File: src/rtl/instr_fetch_unit.sv
// rtl/instr_fetch_unit.sv - instruction fetch/sequencer stage feeding the decoder
//
// Holds the program counter. For each instruction it runs FETCH (read request
// to program memory), DECODE (one-cycle ID_CE strobe with INSTR stable) and
// EXEC (PC advances by one or jumps). With zero-wait memory it issues one
// instruction every three cycles. Every output comes from a register or is
// decoded from the state register.
//
// Optional feature macro: FETCH_TIMEOUT_EN. When it is defined, a FETCH that
// waits TIMEOUT_CYCLES cycles without MEM_VALID sets a sticky FETCH_ERR and
// returns to IDLE. IDLE then stays put until reset. When it is not defined,
// FETCH waits forever and FETCH_ERR is tied low.
//
// Ports:
//   CLK        in   system clock, rising edge
//   RST_N      in   asynchronous active-low reset
//   RUN        in   1 = keep fetching, 0 = stop after the current instruction
//   MEM_RE     out  program memory read request (high throughout FETCH)
//   MEM_ADDR   out  read address; equals PC during FETCH, otherwise held
//   MEM_RDATA  in   program memory read data
//   MEM_VALID  in   MEM_RDATA valid this cycle (looked at only in FETCH)
//   JMP_EN     in   take a jump at the end of EXEC
//   JMP_ADDR   in   jump target
//   INSTR      out  instruction register presented to the decoder
//   ID_CE      out  decoder enable, high for the single DECODE cycle
//   PC         out  current program counter
//   BUSY       out  high in any state other than IDLE
//   FETCH_ERR  out  sticky fetch-timeout flag
module instr_fetch_unit #(
  parameter int PC_WIDTH       = 4,
  parameter int INSTR_WIDTH    = 6,
  parameter int TIMEOUT_CYCLES = 8
) (
  input  logic                   CLK,
  input  logic                   RST_N,
  input  logic                   RUN,
  output logic                   MEM_RE,
  output logic [PC_WIDTH-1:0]    MEM_ADDR,
  input  logic [INSTR_WIDTH-1:0] MEM_RDATA,
  input  logic                   MEM_VALID,
  input  logic                   JMP_EN,
  input  logic [PC_WIDTH-1:0]    JMP_ADDR,
  output logic [INSTR_WIDTH-1:0] INSTR,
  output logic                   ID_CE,
  output logic [PC_WIDTH-1:0]    PC,
  output logic                   BUSY,
  output logic                   FETCH_ERR
);

  typedef enum logic [1:0] {
    S_IDLE   = 2'd0,
    S_FETCH  = 2'd1,
    S_DECODE = 2'd2,
    S_EXEC   = 2'd3
  } state_t;

  state_t                 state, state_nxt;
  logic [PC_WIDTH-1:0]    pc_q, pc_nxt, addr_q;
  logic [INSTR_WIDTH-1:0] instr_q;
  logic                   timeout_hit;
  logic                   err_q;

`ifdef FETCH_TIMEOUT_EN
  localparam int TW = $clog2(TIMEOUT_CYCLES + 1);
  logic [TW-1:0] to_cnt;

  // This is the last permitted empty FETCH cycle. The counter would reach
  // TIMEOUT_CYCLES here, so FETCH gives up.
  assign timeout_hit = (state == S_FETCH) && !MEM_VALID &&
                       (to_cnt == TW'(TIMEOUT_CYCLES - 1));

  // The counter is held at zero outside FETCH. That clears it on every FETCH entry.
  always_ff @(posedge CLK or negedge RST_N) begin
    if (!RST_N) begin
      to_cnt <= '0;
    end else if (state != S_FETCH) begin
      to_cnt <= '0;
    end else if (!MEM_VALID) begin
      to_cnt <= to_cnt + TW'(1);
    end
  end

  always_ff @(posedge CLK or negedge RST_N) begin
    if (!RST_N) begin
      err_q <= 1'b0;
    end else if (timeout_hit) begin
      err_q <= 1'b1;
    end
  end
`else
  assign timeout_hit = 1'b0;
  assign err_q       = 1'b0;
`endif

  // State register
  always_ff @(posedge CLK or negedge RST_N) begin
    if (!RST_N) begin
      state <= S_IDLE;
    end else begin
      state <= state_nxt;
    end
  end

  // Next-state logic
  always_comb begin
    state_nxt = state;
    case (state)
      S_IDLE: begin
        if (RUN && !err_q) state_nxt = S_FETCH;
      end
      S_FETCH: begin
        if (MEM_VALID)        state_nxt = S_DECODE;
        else if (timeout_hit) state_nxt = S_IDLE;
      end
      S_DECODE: state_nxt = S_EXEC;
      S_EXEC:   state_nxt = RUN ? S_FETCH : S_IDLE;
      default:  state_nxt = S_IDLE;
    endcase
  end

  // The PC moves only at the end of EXEC. Sequential advance wraps modulo 2^PC_WIDTH.
  always_comb begin
    pc_nxt = pc_q;
    if (state == S_EXEC) begin
      pc_nxt = JMP_EN ? JMP_ADDR : pc_q + PC_WIDTH'(1);
    end
  end

  always_ff @(posedge CLK or negedge RST_N) begin
    if (!RST_N) begin
      pc_q    <= '0;
      instr_q <= '0;
      addr_q  <= '0;
    end else begin
      pc_q <= pc_nxt;
      if (state == S_FETCH && MEM_VALID) begin
        instr_q <= MEM_RDATA;
      end
      // Capture the address at FETCH entry. It then holds until the next fetch,
      // even though the PC advances when EXEC drops back to IDLE.
      if (state_nxt == S_FETCH && state != S_FETCH) begin
        addr_q <= pc_nxt;
      end
    end
  end

  // Output decode
  always_comb begin
    MEM_RE    = (state == S_FETCH);
    ID_CE     = (state == S_DECODE);
    BUSY      = (state != S_IDLE);
    MEM_ADDR  = addr_q;
    PC        = pc_q;
    INSTR     = instr_q;
    FETCH_ERR = err_q;
  end

endmodule

File: config.mk
export PLATFORM = sky130hd
export DESIGN_NAME = instr_fetch_unit
export DESIGN_NICKNAME = d
export VERILOG_FILES = /design/src/rtl/instr_fetch_unit.sv
export SDC_FILE = /design/constraint.sdc
export NUM_CORES = 1
export LEC_CHECK = 0
export CAP_MARGIN = 20
export CORE_MARGIN = 1
export CORE_UTILIZATION = 44
export DETAILED_ROUTE_END_ITERATION = 7
export PLACE_DENSITY = 0.88
export SYNTH_ARGS = -nofsm -noshare
export SYNTH_HDL_FRONTEND = slang
export SYNTH_SLANG_ARGS = --single-unit
File: constraint.sdc
create_clock -name CLK -period 2.15 [get_ports CLK]
set_input_delay 0.215 -clock CLK [delete_from_list [all_inputs] [get_ports CLK]]
set_output_delay 0.215 -clock CLK [all_outputs]
set_load 0.05 [all_outputs]
* Word level (Yosys, flattened, before mapping)
Index checks and enable logic that the tools add are counted.
** Word-level totals
- Flip-flop bits (word level) :: 16
- Bits of input ports :: 15
** Cells by class
- Add/subtract/negate cells :: 1
- Equality and inequality tests :: 5
- Multiplexer cells :: 6
- Reduce and logical (&&, ||, !) cells :: 4
** Operators with widths (number)
- two-way mux 4 bit :: 2
- case mux 2 bit (4 select lines) :: 1
- adder 4 x 1 -> 4 bit (second input constant) :: 1
- == test 2 x 1 -> 1 bit (second input constant) :: 2
- == test 2 bit (second input constant) :: 2
- two-way mux 2 bit :: 2
- logical AND 1 bit :: 2
- zero test 2 bit :: 1
- inequality test 2 x 1 -> 1 bit (second input constant) :: 1
- nonzero test 2 bit :: 1
- two-way mux 1 bit :: 1

* Logic depth before layout (Yosys ltp)
- Word-level depth :: 4
- Gate-level depth with buffers :: 4
- Mapped depth without buffers :: 4

* Worst setup path before layout
OpenSTA, ideal clock, no wires.
- Path type :: reg-to-reg
- Start point :: reg pc_q[0], in the netlist PC[0]
- End point :: reg addr_q[2], in the netlist MEM_ADDR[2]
- Library setup time :: 0.082 ns
- Arrival time :: 1.543 ns
- Data required time :: 2.068 ns
- Path slack :: 0.525 ns
- Cell stages (with the launch flop) :: 5
- Path buffers :: 0
- Cells stage by stage :: dfrtp_1 -> ha_1 -> or3b_1 -> a21o_1 -> a31oi_1
** Between the ends
- Word-level cells in the longest chain between the ends :: 3
** RTL lines
- start, declared :: line 58 : logic [PC_WIDTH-1:0] pc_q, pc_nxt, addr_q;
- start signal, assigned :: line 135 : pc_q <= pc_nxt;
- adder 4 x 1 -> 4 bit :: line 125 : pc_nxt = JMP_EN ? JMP_ADDR : pc_q + PC_WIDTH'(1);
- two-way mux 4 bit :: line 125
- two-way mux 4 bit :: line 124 : if (state == S_EXEC) begin
- end signal, assigned :: line 142 : addr_q <= pc_nxt;
- end, declared :: line 58
Every way passes these cells.
A chain may end at the register's enable or synchronous reset.

* Worst setup path in the final report
- Start point :: reg state[1]
- End point :: out MEM_RE
** Between the ends
- Word-level cells in the longest chain between the ends :: 1
** RTL lines
- start, declared :: line 57 : state_t state, state_nxt;
- start signal, assigned :: line 100 : state <= state_nxt;
- == test 2 x 1 -> 1 bit :: line 149 : MEM_RE = (state == S_FETCH);
- end, declared :: line 37 : output logic MEM_RE,
Every way passes these cells.

==> summary.txt <==
Placement
  • Port Buffers: 31
  • Placed cell areas: 1120 µm²
  • Post-DP HPWL: 1.36 mm
  • Placer congestion estimate: 0.750

Floorplan
  • DIE AREA: 2000 µm²
  • Die width: 44.7 µm
  • Rows: 15
  • IO Pins: 33
  • Die Ht: 44.7 µm
  • Core area: 1710 µm²
  • Initial Util: 47.0%

Setup path
  • Critical path startpoint category: flip-flop
  • R2R cell count: 4
  • RR Endpoint: MEM_ADDR[1]
  • Worst path max stage delay: 0.54 ns
  • Launch point of the worst path: state[1]
  • Worst Setup End Kind: output port
  • R2r setup slk: 0.62 ns
  • Crit-path cells: and2b_1 > dlygate4sd2_1
  • Critical Path Fanout Max: 13
  • Reg-to-reg startpoint: state[0]
  • Worst Path Arrival: 1.65 ns
  • Crit-path slowest cell: dlygate4sd2_1
  • WS Path Type: flip-flop to output port
  • CP Buf/Inv Count: 1
  • CP required: 1.93 ns
  • Cell family with most CP delay: buffers and inverters

Run
  • Max Cap Viol: 0

Clock tree
  • Clock-pin slew on the worst setup and hold paths: 0.09 ns
  • Hold Buf Count CTS: 0
  • CTS Sinks: 16
  • CTS tree: built
  • H-tree levels: 1
  • Root buf cell: clkbuf_4
  • Clock latency on the worst-skew pair: 0.28 ns
  • Number of post-CTS setup repair buffers: 0
  • Clk buf depth: 2
  • Num CTS Buffers: 3

STA
  • Crit path time final: 1.87 ns
  • Worst slew margin: 52.2%
  • Fmax: 0.536 GHz
  • Tightest Pin Transition: 0.715 ns
  • Period utilisation layout: 86.8%
  • Final slew viol count: 0
  • RSZ-0062 raised after global routing: false
  • # setup viols final: 0
  • Fin Setup TNS: 0 ns
  • Hold Vio Cnt, Final: 0
  • Fin Clk Skew: 0.00503 ns

Layout
  • Fin area: 1160 µm²
  • Most common cell after layout, fill and taps aside: clkdlybuf4s50_1
  • Share of layout cells above drive strength 1: 19.2%
  • Layout Nets: 121
  • # diodes: 0
  • Synth-to-Final Area Change: 44.1%
  • Fillers: 139
  • Commonest cells after routing, fill and taps aside: clkdlybuf4s50_1 (28), dfrtp_1 (16), a21oi_1 (7)

Drt
  • Vias per std cell: 5.12
  • Post-DRT Antenna Nets: 0
  • Met2 WL: 908 µm
  • DR pass1 iterations: 2
  • Post-route DRC: 0
  • Post-DR wirelength/cell: 13.8 µm
  • Total Wirelength: 1.79 mm
  • DR vias: 660
  • Max Used Layer: met4
  • DRT iter0 DRCs: 7
  • Met3 wire len: 120 µm
  • M1 wire length: 749 µm

Global routing
  • Antenna violations before repair: 0
  • First-pass GRT wire length: 2.99 mm
  • GRT Overall Usage: 20.6%
  • GR Overflow Total: 0
  • Vias in the first global route: 681
  • Largest net degree at the start of global routing: 17

Logic synthesis
  • Synthesis-stage register bit count: 16
  • Sequential fraction of the synthesis area: 49.9%
  • Post-Syn Area: 802 µm²
  • Synth area leader: dfrtp_1
  • Mapped Cells: 72
  • Yosys top cell area share: 49.9%
  • Largest cells by area after synthesis: dfrtp_1 (50%), mux2_2 (8.4%), a21oi_1 (4.4%)
  • Post-synth cell types: 33
  • Synth warn: 0
  • Mapped Nets: 88
  • Syn_area_per_cell: 11.1 µm²

Outcome
  • Outcome: complete, no violations

Min path
  • Hold Crit Class: primary input to async pin
through the flow:
step                utilization, %  worst slack (ns)  hold WS (ns)  instances
floorplan                        -             0.525       -0.0806         72
global placement              65.6             0.375         0.488        125
detailed placement            65.6             0.332         0.494        125
CTS                           67.5            0.0747         0.377        129
global route                  67.7             0.204         0.405        129
finish                        67.7             0.284         0.356        129
worst register-to-register path: stages (launching register included):
cell     delay (ns)
dfrtp_1        0.46
buf_4          0.20
xnor2_1        0.27
and2_4         0.22
mux2_4         0.29
flip-flops by register name, summed over array words and instances (netlist names):
signal and flops:
INSTR 6, MEM_ADDR 4, PC 4, state 2
cell usage after synthesis, drive strengths merged:
cell type  instances
ha                 1
nor3               1
nand2              6
o22a               1
o21ai              1
and2b              2
dfrtp             16
mux2i              2
a21oi              7
nand3              1
o32ai              1
or2                1
a31oi              3
nor2               5
buf                4
a21o               1
a211oi             1
nor2b              1
or3b               2
conb               1
and4bb             1
xnor2              1
and2               2
nand2b             2
and4               1
mux2               7
kinds of logic (layout without fill, tap and decap cells):
family          after synthesis  after routing  share of synthesized area [%]
xor+xnor                      1              1                           1.09
fa+ha+maj                     1              1                           1.56
mux                           9              9                           12.8
compound gates               15             15                           11.4
simple gates                 25             25                           18.9
flops                        16             16                           49.9
other cells                   1              1                          0.468
buf+inv                       4             36                           3.90
cell type report:
class | count | area [µm²] | share of cell area [%]
Clock buffer | 4 | 36.3 | 3.14
Multi-Input combinational cell | 52 | 370 | 32.0
Sequential cell | 16 | 400 | 34.6
Tap cell | 25 | 31.3 | 2.71
Timing Repair Buffer | 32 | 318 | 27.5
how the worst max path moves through the flow:
stage,endpoint,slack (ns),cells past startpoint
after CTS,BUSY,0.07,2
after detailed placement,MEM_RE,0.33,2
after global placement,MEM_RE,0.37,2
final,MEM_RE,0.28,2
after floorplan,MEM_ADDR[2],0.53,4
after global routing,MEM_RE,0.20,2
repair_timing:
action	in CTS	in global routing
hold endpoints to repair	0	0
setup endpoints to repair	2	1
gates resized for setup	2	1
metal layers:
metal / vias up / global-route usage (%)
met3: 2 / 5.20
li1: 319 / -
met1: 313 / 25.1
met4: 0 / 6.06
met5: - / 0
met2: 26 / 36.2
Power is left out: the tool's default activity adds up to more than one toggle a clock period on the data nets, which glitch-free logic cannot reach.
